[config.mk]
export PLATFORM = sky130hd
export DESIGN_NAME = gnt_dispatch_flat
export DESIGN_NICKNAME = d
export VERILOG_FILES = /design/src/rtl/gnt_dispatch_pkg.sv /design/src/rtl/gnt_dispatch_if.sv /design/src/rtl/gnt_dispatch_onehot_enc.sv /design/src/rtl/gnt_dispatch.sv /design/src/flat_wrapper.sv
export SDC_FILE = /design/constraint.sdc
export NUM_CORES = 1
export LEC_CHECK = 0
export ABC_CLOCK_PERIOD_IN_PS = 10360
export CAP_MARGIN = 30
export CORE_MARGIN = 2
export CORE_UTILIZATION = 35
export DETAILED_ROUTE_END_ITERATION = 12
export GPL_TIMING_DRIVEN = 0
export PLACE_DENSITY = 0.69
export REMOVE_ABC_BUFFERS = 1
export SLEW_MARGIN = 10
export SYNTH_ARGS = -nofsm -noshare
export SYNTH_HDL_FRONTEND = slang
export SYNTH_SLANG_ARGS = --single-unit
[constraint.sdc]
create_clock -name clock -period 10.36 [get_ports clock]
set_input_delay 2.072 -clock clock [delete_from_list [all_inputs] [get_ports clock]]
set_output_delay 2.072 -clock clock [all_outputs]
set_load 0.02 [all_outputs]
[src/rtl/gnt_dispatch_pkg.sv]
// Shared sizing and types for the grant dispatcher and its clients.
package gnt_dispatch_pkg;

  localparam int unsigned N_LANES   = 8;
  localparam int unsigned CNT_DEPTH = 4;
  localparam int unsigned IDX_W     = $clog2(N_LANES);
  localparam int unsigned CNT_W     = $clog2(CNT_DEPTH + 1);

  typedef logic [IDX_W-1:0]   lane_idx_t;
  typedef logic [CNT_W-1:0]   cnt_t;
  typedef logic [N_LANES-1:0] lane_vec_t;

endpackage

[src/rtl/gnt_dispatch_if.sv]
// Request/grant/dispatch bundle between clients, the selector tree and gnt_dispatch.
interface gnt_dispatch_if #(
  parameter int unsigned N_LANES = gnt_dispatch_pkg::N_LANES
);
  import gnt_dispatch_pkg::*;

  localparam int unsigned IDX_W = (N_LANES > 1) ? $clog2(N_LANES) : 1;

  logic [N_LANES-1:0] push;
  logic [N_LANES-1:0] lane_full;
  logic [N_LANES-1:0] req;
  logic               en;
  logic [N_LANES-1:0] gnt;
  logic               out_valid;
  logic [IDX_W-1:0]   out_idx;
  logic               out_ready;
  logic               gnt_err;

  modport master (
    output push, gnt, out_ready,
    input  lane_full, req, en, out_valid, out_idx, gnt_err
  );

  modport slave (
    input  push, gnt, out_ready,
    output lane_full, req, en, out_valid, out_idx, gnt_err
  );

endinterface

[src/rtl/gnt_dispatch_onehot_enc.sv]
// One-hot to binary encoder with a legality flag for grant consumers.
module onehot_enc #(
  parameter  int unsigned N_LANES = 8,
  localparam int unsigned IDX_W   = (N_LANES > 1) ? $clog2(N_LANES) : 1
) (
  input  logic [N_LANES-1:0] gnt,
  output logic [IDX_W-1:0]   idx,
  output logic               valid,
  output logic               onehot_ok
);
  import gnt_dispatch_pkg::*;

  always_comb begin
    idx = '0;
    for (int unsigned i = 0; i < N_LANES; i++) begin
      if (gnt[i]) idx = idx | IDX_W'(i);
    end
  end

  assign valid     = |gnt;
  // Clearing the lowest set bit leaves zero only for zero or one-hot input.
  assign onehot_ok = ((gnt & (gnt - N_LANES'(1))) == '0);

endmodule

[src/rtl/gnt_dispatch.sv]
// Per-lane pending counters feeding a priority selector; encodes the returned
// grant and presents the winning lane index on a registered valid/ready port.
module gnt_dispatch #(
  parameter int unsigned N_LANES   = gnt_dispatch_pkg::N_LANES,
  parameter int unsigned CNT_DEPTH = gnt_dispatch_pkg::CNT_DEPTH
) (
  input  logic           clock,
  input  logic           reset,
  gnt_dispatch_if.slave  bus
);
  import gnt_dispatch_pkg::*;

  localparam int unsigned IDX_W = (N_LANES > 1) ? $clog2(N_LANES) : 1;
  localparam int unsigned CNT_W = $clog2(CNT_DEPTH + 1);

  logic [N_LANES-1:0] req_v;
  logic [N_LANES-1:0] full_v;
  logic [N_LANES-1:0] grant_v;
  logic [IDX_W-1:0]   enc_idx;
  logic               gnt_any;
  logic               gnt_onehot;
  logic               en;
  logic               accept;
  logic               illegal;
  logic               out_valid_q;
  logic [IDX_W-1:0]   out_idx_q;
  logic               gnt_err_q;

  onehot_enc #(.N_LANES(N_LANES)) u_enc (
    .gnt       (bus.gnt),
    .idx       (enc_idx),
    .valid     (gnt_any),
    .onehot_ok (gnt_onehot)
  );

  assign en      = ~out_valid_q | bus.out_ready;
  assign accept  = en & gnt_any & gnt_onehot & (|(bus.gnt & req_v));
  assign illegal = gnt_any & ~accept;
  assign grant_v = accept ? bus.gnt : '0;

  for (genvar i = 0; i < N_LANES; i++) begin : g_lane
    logic [CNT_W-1:0] cnt;
    logic             push_ok;

    // A full lane still takes a push when it is being granted this cycle.
    assign push_ok = bus.push[i] & ((cnt != CNT_W'(CNT_DEPTH)) | grant_v[i]);

    always_ff @(posedge clock) begin
      if (reset) begin
        cnt <= '0;
      end else if (push_ok && !grant_v[i]) begin
        cnt <= cnt + CNT_W'(1);
      end else if (!push_ok && grant_v[i]) begin
        cnt <= cnt - CNT_W'(1);
      end
    end

    assign req_v[i]  = (cnt != '0);
    assign full_v[i] = (cnt == CNT_W'(CNT_DEPTH));
  end

  always_ff @(posedge clock) begin
    if (reset) begin
      out_valid_q <= 1'b0;
      out_idx_q   <= '0;
      gnt_err_q   <= 1'b0;
    end else begin
      if (accept) begin
        out_valid_q <= 1'b1;
        out_idx_q   <= enc_idx;
      end else if (bus.out_ready) begin
        out_valid_q <= 1'b0;
      end
      if (illegal) gnt_err_q <= 1'b1;
    end
  end

  assign bus.req       = req_v;
  assign bus.lane_full = full_v;
  assign bus.en        = en;
  assign bus.out_valid = out_valid_q;
  assign bus.out_idx   = out_idx_q;
  assign bus.gnt_err   = gnt_err_q;

endmodule

[src/flat_wrapper.sv]
// flat-port wrapper written by rule: the top's interface ports become plain ports
module gnt_dispatch_flat import gnt_dispatch_pkg::*;
#(
  parameter int unsigned N_LANES   = gnt_dispatch_pkg::N_LANES,
  parameter int unsigned CNT_DEPTH = gnt_dispatch_pkg::CNT_DEPTH
)
  (clock, reset, bus_push, bus_gnt, bus_out_ready, bus_lane_full, bus_req, bus_en, bus_out_valid, bus_out_idx, bus_gnt_err);
  gnt_dispatch_if #(.N_LANES(N_LANES)) bus_i ();
  input  logic clock;
  input  logic reset;
  input wire logic [$bits(bus_i.push)-1:0] bus_push;
  input wire logic [$bits(bus_i.gnt)-1:0] bus_gnt;
  input wire logic [$bits(bus_i.out_ready)-1:0] bus_out_ready;
  output wire logic [$bits(bus_i.lane_full)-1:0] bus_lane_full;
  output wire logic [$bits(bus_i.req)-1:0] bus_req;
  output wire logic [$bits(bus_i.en)-1:0] bus_en;
  output wire logic [$bits(bus_i.out_valid)-1:0] bus_out_valid;
  output wire logic [$bits(bus_i.out_idx)-1:0] bus_out_idx;
  output wire logic [$bits(bus_i.gnt_err)-1:0] bus_gnt_err;
  assign bus_i.push = bus_push;
  assign bus_i.gnt = bus_gnt;
  assign bus_i.out_ready = bus_out_ready;
  assign bus_lane_full = bus_i.lane_full;
  assign bus_req = bus_i.req;
  assign bus_en = bus_i.en;
  assign bus_out_valid = bus_i.out_valid;
  assign bus_out_idx = bus_i.out_idx;
  assign bus_gnt_err = bus_i.gnt_err;
  gnt_dispatch #(.N_LANES(N_LANES), .CNT_DEPTH(CNT_DEPTH)) u_core (.clock(clock), .reset(reset), .bus(bus_i));
endmodule
# ---- Word-level counts from Yosys, hierarchy flattened
# Cells that the tools add are included.
dict set report classes {
  n_eq_ne 16
  bitwise_logic 25
  addsub 17
  reduce_logical 52
  n_mux 26
}
# cell n
set ops {}
lappend ops {{3-bit 2-to-1 mux} 20}
lappend ops {{3-bit by 1-bit adder with 3-bit output (second input constant)} 8}
lappend ops {{3-bit == test (second input constant)} 8}
lappend ops {{3-bit != test (second input constant)} 8}
lappend ops {{3-bit nonzero test} 8}
lappend ops {{3-bit by 1-bit subtractor with 3-bit output (second input constant)} 8}
lappend ops {{2-bit nonzero test} 9}
lappend ops {{8-bit bitwise AND} 2}
lappend ops {{1-bit logical AND} 16}
lappend ops {{1-bit logical NOT} 16}
lappend ops {{8-bit OR reduction} 2}
lappend ops {{1-bit bitwise AND} 12}
lappend ops {{1-bit OR} 9}
lappend ops {{8-bit logical NOT} 1}
lappend ops {{8-bit 2-to-1 mux} 1}
lappend ops {{8-bit by 1-bit subtractor with 8-bit output (second input constant)} 1}
lappend ops {{2-bit 2-to-1 mux} 2}
lappend ops {{1-bit 2-to-1 mux} 3}
lappend ops {{1-bit inverter} 2}
dict set report totals {
  elab_cells 147
  input_bits 19
  register_bits 29
  out_inout_bits 22
}

# ---- Logic depth before layout (Yosys ltp)
dict set report depth {
  depth_word 12
  depth_mapped 13
  depth_no_buf 11
}

# ---- Hierarchy
# From an unflattened synthesis, not the netlist that was laid out.
dict set report unflattened {
  cells_unflattened 192
  hier_area_um2 1968.1
}
# mod seq_area_each_um2 area_per_inst_um2 cells_per_inst n_inst
set modules_own_cells {}
lappend modules_own_cells {gnt_dispatch 580.6 1855.5 180 1}
lappend modules_own_cells {onehot_enc 0.0 112.6 12 1}

# ---- Worst setup path after synthesis
# OpenSTA, ideal clock, no wires.
dict set report synth_timing {
  kind {input-to-reg}
  from {in bus_gnt[3]}
  to {reg u_core.g_lane[5].cnt[2]}
  path_slack_ps 5665
  required_time_ps 10289
  setup_time_ps 71
  stages 12
  arrival_ps 4624
  n_path_buf 1
  cell_sequence {or4_4 a2111oi_4 nor2_2 a21o_1 buf_6 o22ai_1 ha_1 inv_1 fa_1 xor2_1 or3_1 a21oi_1}
}
dict set report synth_via {
  elab_chain_len 11
  elab_cells_between_ends 18
  classes_between {1 x add/sub; 2 x mux; 7 x bitwise; 8 x reduce/logical}
}
# element line
set synth_rtl {}
lappend synth_rtl {{start: declaration} flat_wrapper.sv:12} ;# input wire logic [$bits(bus_i.gnt)-1:0] bus_gnt;
lappend synth_rtl {{8-bit by 1-bit subtractor with 8-bit output} gnt_dispatch_onehot_enc.sv:22} ;# assign onehot_ok = ((gnt & (gnt - N_LANES'(1))) == '0);
lappend synth_rtl {{8-bit bitwise AND} gnt_dispatch_onehot_enc.sv:22}
lappend synth_rtl {{8-bit logical NOT} gnt_dispatch_onehot_enc.sv:22}
lappend synth_rtl {{1-bit bitwise AND} gnt_dispatch.sv:37} ;# assign accept = en & gnt_any & gnt_onehot & (|(bus.gnt & req_v));
lappend synth_rtl {{1-bit bitwise AND (*)} gnt_dispatch.sv:37}
lappend synth_rtl {{8-bit 2-to-1 mux (*)} gnt_dispatch.sv:39} ;# assign grant_v = accept ? bus.gnt : '0;
lappend synth_rtl {{1-bit OR} gnt_dispatch.sv:46} ;# assign push_ok = bus.push[i] & ((cnt != CNT_W'(CNT_DEPTH)) | grant_v[i]);
lappend synth_rtl {{1-bit bitwise AND} gnt_dispatch.sv:46}
lappend synth_rtl {{1-bit logical NOT} gnt_dispatch.sv:53} ;# end else if (!push_ok && grant_v[i]) begin
lappend synth_rtl {{1-bit logical AND} gnt_dispatch.sv:53}
lappend synth_rtl {{2-bit nonzero test (no source line)} --}
lappend synth_rtl {{end signal: assignment} gnt_dispatch.sv:52} ;# cnt <= cnt + CNT_W'(1);
lappend synth_rtl {{end signal: assignment} gnt_dispatch.sv:54} ;# cnt <= cnt - CNT_W'(1);
lappend synth_rtl {{end: declaration} gnt_dispatch.sv:42} ;# logic [CNT_W-1:0] cnt;
# Every way passes the cells marked *; elsewhere a longest branch is shown, timed or not.
# A chain may end at the register's enable or synchronous reset.

# ---- Final worst setup path
dict set report layout_timing {
  from {in bus_out_ready}
  to {out bus_en}
}
dict set report layout_via {
  elab_chain_len 1
}
# element line
set layout_rtl {}
lappend layout_rtl {{start: declaration} flat_wrapper.sv:13} ;# input wire logic [$bits(bus_i.out_ready)-1:0] bus_out_ready;
lappend layout_rtl {{1-bit OR} gnt_dispatch.sv:36} ;# assign en = ~out_valid_q | bus.out_ready;
lappend layout_rtl {{end: declaration} flat_wrapper.sv:16} ;# output wire logic [$bits(bus_i.en)-1:0] bus_en;
# No other way between the ends.

==> results.py <==
metrics = {
    "clock_tree": {
        "hold_buffers": 0,
        "cts_max_path_buffers": 2,
        "clock_sinks": 29,
        "clkTransAtPathRegs_ns": 0.07,
        "cts_made_buffers": 5,
        "cts_setup_buffers": 0,
        "cts_resized": 0,
        "htree_levels": 2,
        "cts_tree": "built",
        "root_buffer": "clkbuf_8",
        "clock_latency_ns": 0.28,
    },
    "global_routing": {
        "grt.overflow.total": 0,
        "grt_max_degree": 18,
        "antenna_found_initial": 0,
        "grt_pass1_vias": 1593,
        "track_usage": 0.151,
        "grt_pass1_wl_mm": 7.20,
    },
    "worst_setup_path": {
        "cp-end-kind": "output port",
        "r2r-start": "u_core.g_lane[6].cnt[0]",
        "crit_required_ns": 8.29,
        "crit_start": "bus_out_ready",
        "start_kind": "input port",
        "critPathKind": "in2out",
        "r2r_cells": 11,
        "cp_max_fo": 3,
        "cp-endpoint": "bus_en",
        "worst_r2r_endpoint": "u_core.g_lane[1].cnt[2]",
        "r2r_slack_ns": 7.29,
        "crit_arrival_ns": 3.28,
    },
    "power_and_ir_drop": {
        "switching_share": 0.362,
        "p_leak_nw": 1.01,
        "comb_power_share": 0.430,
        "seq_power_share": 0.332,
        "peakVddDrop_uv": 109,
        "clkPwrFrac": 0.238,
        "p_per_area_nw_per_um2": 209,
        "netSwitchingPower_uw": 187,
        "power.internal_uw": 330,
    },
    "synth": {
        "synth_top_area_cell": "dfxtp_1",
        "syn-cell-area_sq_um": 1880,
        "ys.flop_type": "dfxtp_1",
        "synth_area_leaders": "dfxtp_1, fa_1, xor2_1, or3_1, ha_1",
        "yosys.area.top_type_share": 0.309,
        "synth.most_common_cell": "dfxtp_1",
        "synth_seq_area_share": 0.309,
        "synthArstFlopShare": 0,
        "synthCells": 213,
        "ys_ff_latch": 29,
        "yosys_warnings": 0,
        "synth_edf_count": 0,
        "synthTopCellsByCount": "dfxtp_1, inv_1, nor2_1",
        "yosysUniqueCellTypes": 31,
        "synth.avg_cell_area_sq_um": 8.81,
    },
    "sta": {
        "final-hold-violation-count": 0,
        "finalSetupViolCount": 0,
        "min_period_over_period": 0.517,
        "min_period_ns": 5.36,
        "tightest_slew_ns": 0.553,
        "rsz0062_at_grt": "false",
        "drv_slew": 0,
        "hold_ws_ns": 0.469,
        "max_slew_margin": 0.630,
        "timing.setup.tns_ns": 0,
        "fmax_ghz": 0.187,
        "skew_ns": 0.00459,
    },
    "cells_and_area": {
        "final-seq-area_sq_um": 581,
        "fin_nets": 291,
        "drive_gt1_frac": 0.0506,
        "nFillCells": 516,
        "multi_input_area_sq_um": 1200,
        "antenna-diode-count": 0,
        "area_growth_pct": 31.6,
    },
    "outcome": {
        "outcome": "finished clean",
    },
    "placed_design": {
        "place_congestion": 0.797,
        "dpl.hpwl_mm": 3.12,
        "io_buffers": 40,
    },
    "route": {
        "wl_mm": 4.24,
        "postRouteAntennaNets": 0,
        "post_drt_wl_per_cell_um": 13.0,
        "drtIter0Drc": 35,
        "drc": 0,
        "vias": 1644,
        "viasPerCell": 5.03,
        "dr.pass1.iters": 4,
    },
    "floorplanning": {
        "die_y_um": 77.2,
        "initial_utilization": 0.365,
        "fp.dieArea_sq_um": 5960,
        "std_cell_rows": 26,
        "ios": 41,
        "fp.coreArea_sq_um": 5140,
        "die_w_um": 77.2,
    },
    "worst_hold_path": {
        "hp-class": "reg2reg",
    },
    "job": {
        "maxCapViolCount": 0,
    },
}
[kinds of logic (layout without fill, tap and decap cells)]
group,count (synthesis),in the layout,share of synthesized area
DFF,29,29,0.309
and+or+nand+nor,73,73,0.210
muxes,9,9,0.0480
adders and majority gates,17,17,0.144
AOI/OAI and AO/OA,45,45,0.162
xor gates and xnor gates,16,16,0.0747
buffers and inverters,24,68,0.0520
[worst max-delay path, stage by stage]
cell and delay, ns:
clkdlybuf4s50_1 0.44, nand2b_1 0.15, clkdlybuf4s50_1 0.62
[sequential cells by signal, summed over array words and instances (netlist names)]
| signal | cells |
|---|---|
| u_core.bus.out_idx | 3 |
| u_core.bus.out_valid | 1 |
| u_core.g_lane.cnt | 24 |
| u_core.bus.gnt_err | 1 |
[worst min-delay path by stage]
stage	start	endpoint	slack, ns	cells after the start
after global placement	u_core.bus.out_idx[1]	u_core.bus.out_idx[1]	0.46	2
after CTS	u_core.bus.out_idx[0]	u_core.bus.out_idx[0]	0.47	2
after global routing	u_core.bus.out_idx[0]	u_core.bus.out_idx[0]	0.50	2
after floorplan	u_core.g_lane[0].cnt[2]	u_core.g_lane[0].cnt[2]	0.47	2
final	u_core.bus.out_idx[2]	u_core.bus.out_idx[2]	0.47	2
after detailed placement	u_core.bus.out_idx[0]	u_core.bus.out_idx[0]	0.46	2
[routing by layer]
| layer | part of all wire | track usage | vias up |
|---|---|---|---|
| met5 | 0 | 0 | - |
| met1 | 0.48 | 0.191 | 767 |
| met4 | 0.011 | 0.0518 | 0 |
| li1 | - | - | 836 |
| met3 | 0.047 | 0.0482 | 7 |
| met2 | 0.46 | 0.241 | 34 |
[area by class of cell]
class | count | area share
multi-input combinational | 160 | 0.485
sequential | 29 | 0.235
timing repair buffer | 41 | 0.168
tap | 70 | 0.0355
clock buffer | 7 | 0.0350
inverter | 19 | 0.0289
clock inverter | 1 | 0.0122
[cell usage in the layout (no fill, tap or decap), types with 8 or more instances in the layout]
master,synthesis,final
a21oi_1,9,9
clkdlybuf4s50_1,0,40
dfxtp_1,29,29
fa_1,8,8
ha_1,8,8
inv_1,19,19
mux2i_1,9,9
nand2_1,16,16
nor2_1,19,19
nor3b_1,8,8
o21ai_0,9,9
o22ai_1,8,8
o31ai_1,8,8
or3_1,17,17
xor2_1,16,16
[power groups by stage]
stage                     Clock [mW]  Sequential (mW)  Combinational (mW)
after floorplan                    0            0.166               0.145
after global placement             0            0.172               0.215
after detailed placement           0            0.174               0.222
after CTS                      0.126            0.171               0.225
after global routing           0.130            0.177               0.244
final                          0.123            0.171               0.222
[through the flow]
| stage | power, mW | utilization | setup WS, ns | cell area, sq um | cells |
|---|---|---|---|---|---|
| after floorplan | 0.311 | - | 5.70 | 1850 | 208 |
| after global placement | 0.387 | 0.455 | 4.83 | 2340 | 318 |
| after detailed placement | 0.396 | 0.458 | 4.76 | 2350 | 319 |
| after CTS | 0.522 | 0.481 | 4.99 | 2470 | 327 |
| after global routing | 0.551 | 0.481 | 4.87 | 2470 | 327 |
| final | 0.517 | 0.481 | 5.00 | 2470 | 327 |
No activity file was read; power rests on OpenSTA's default activity.
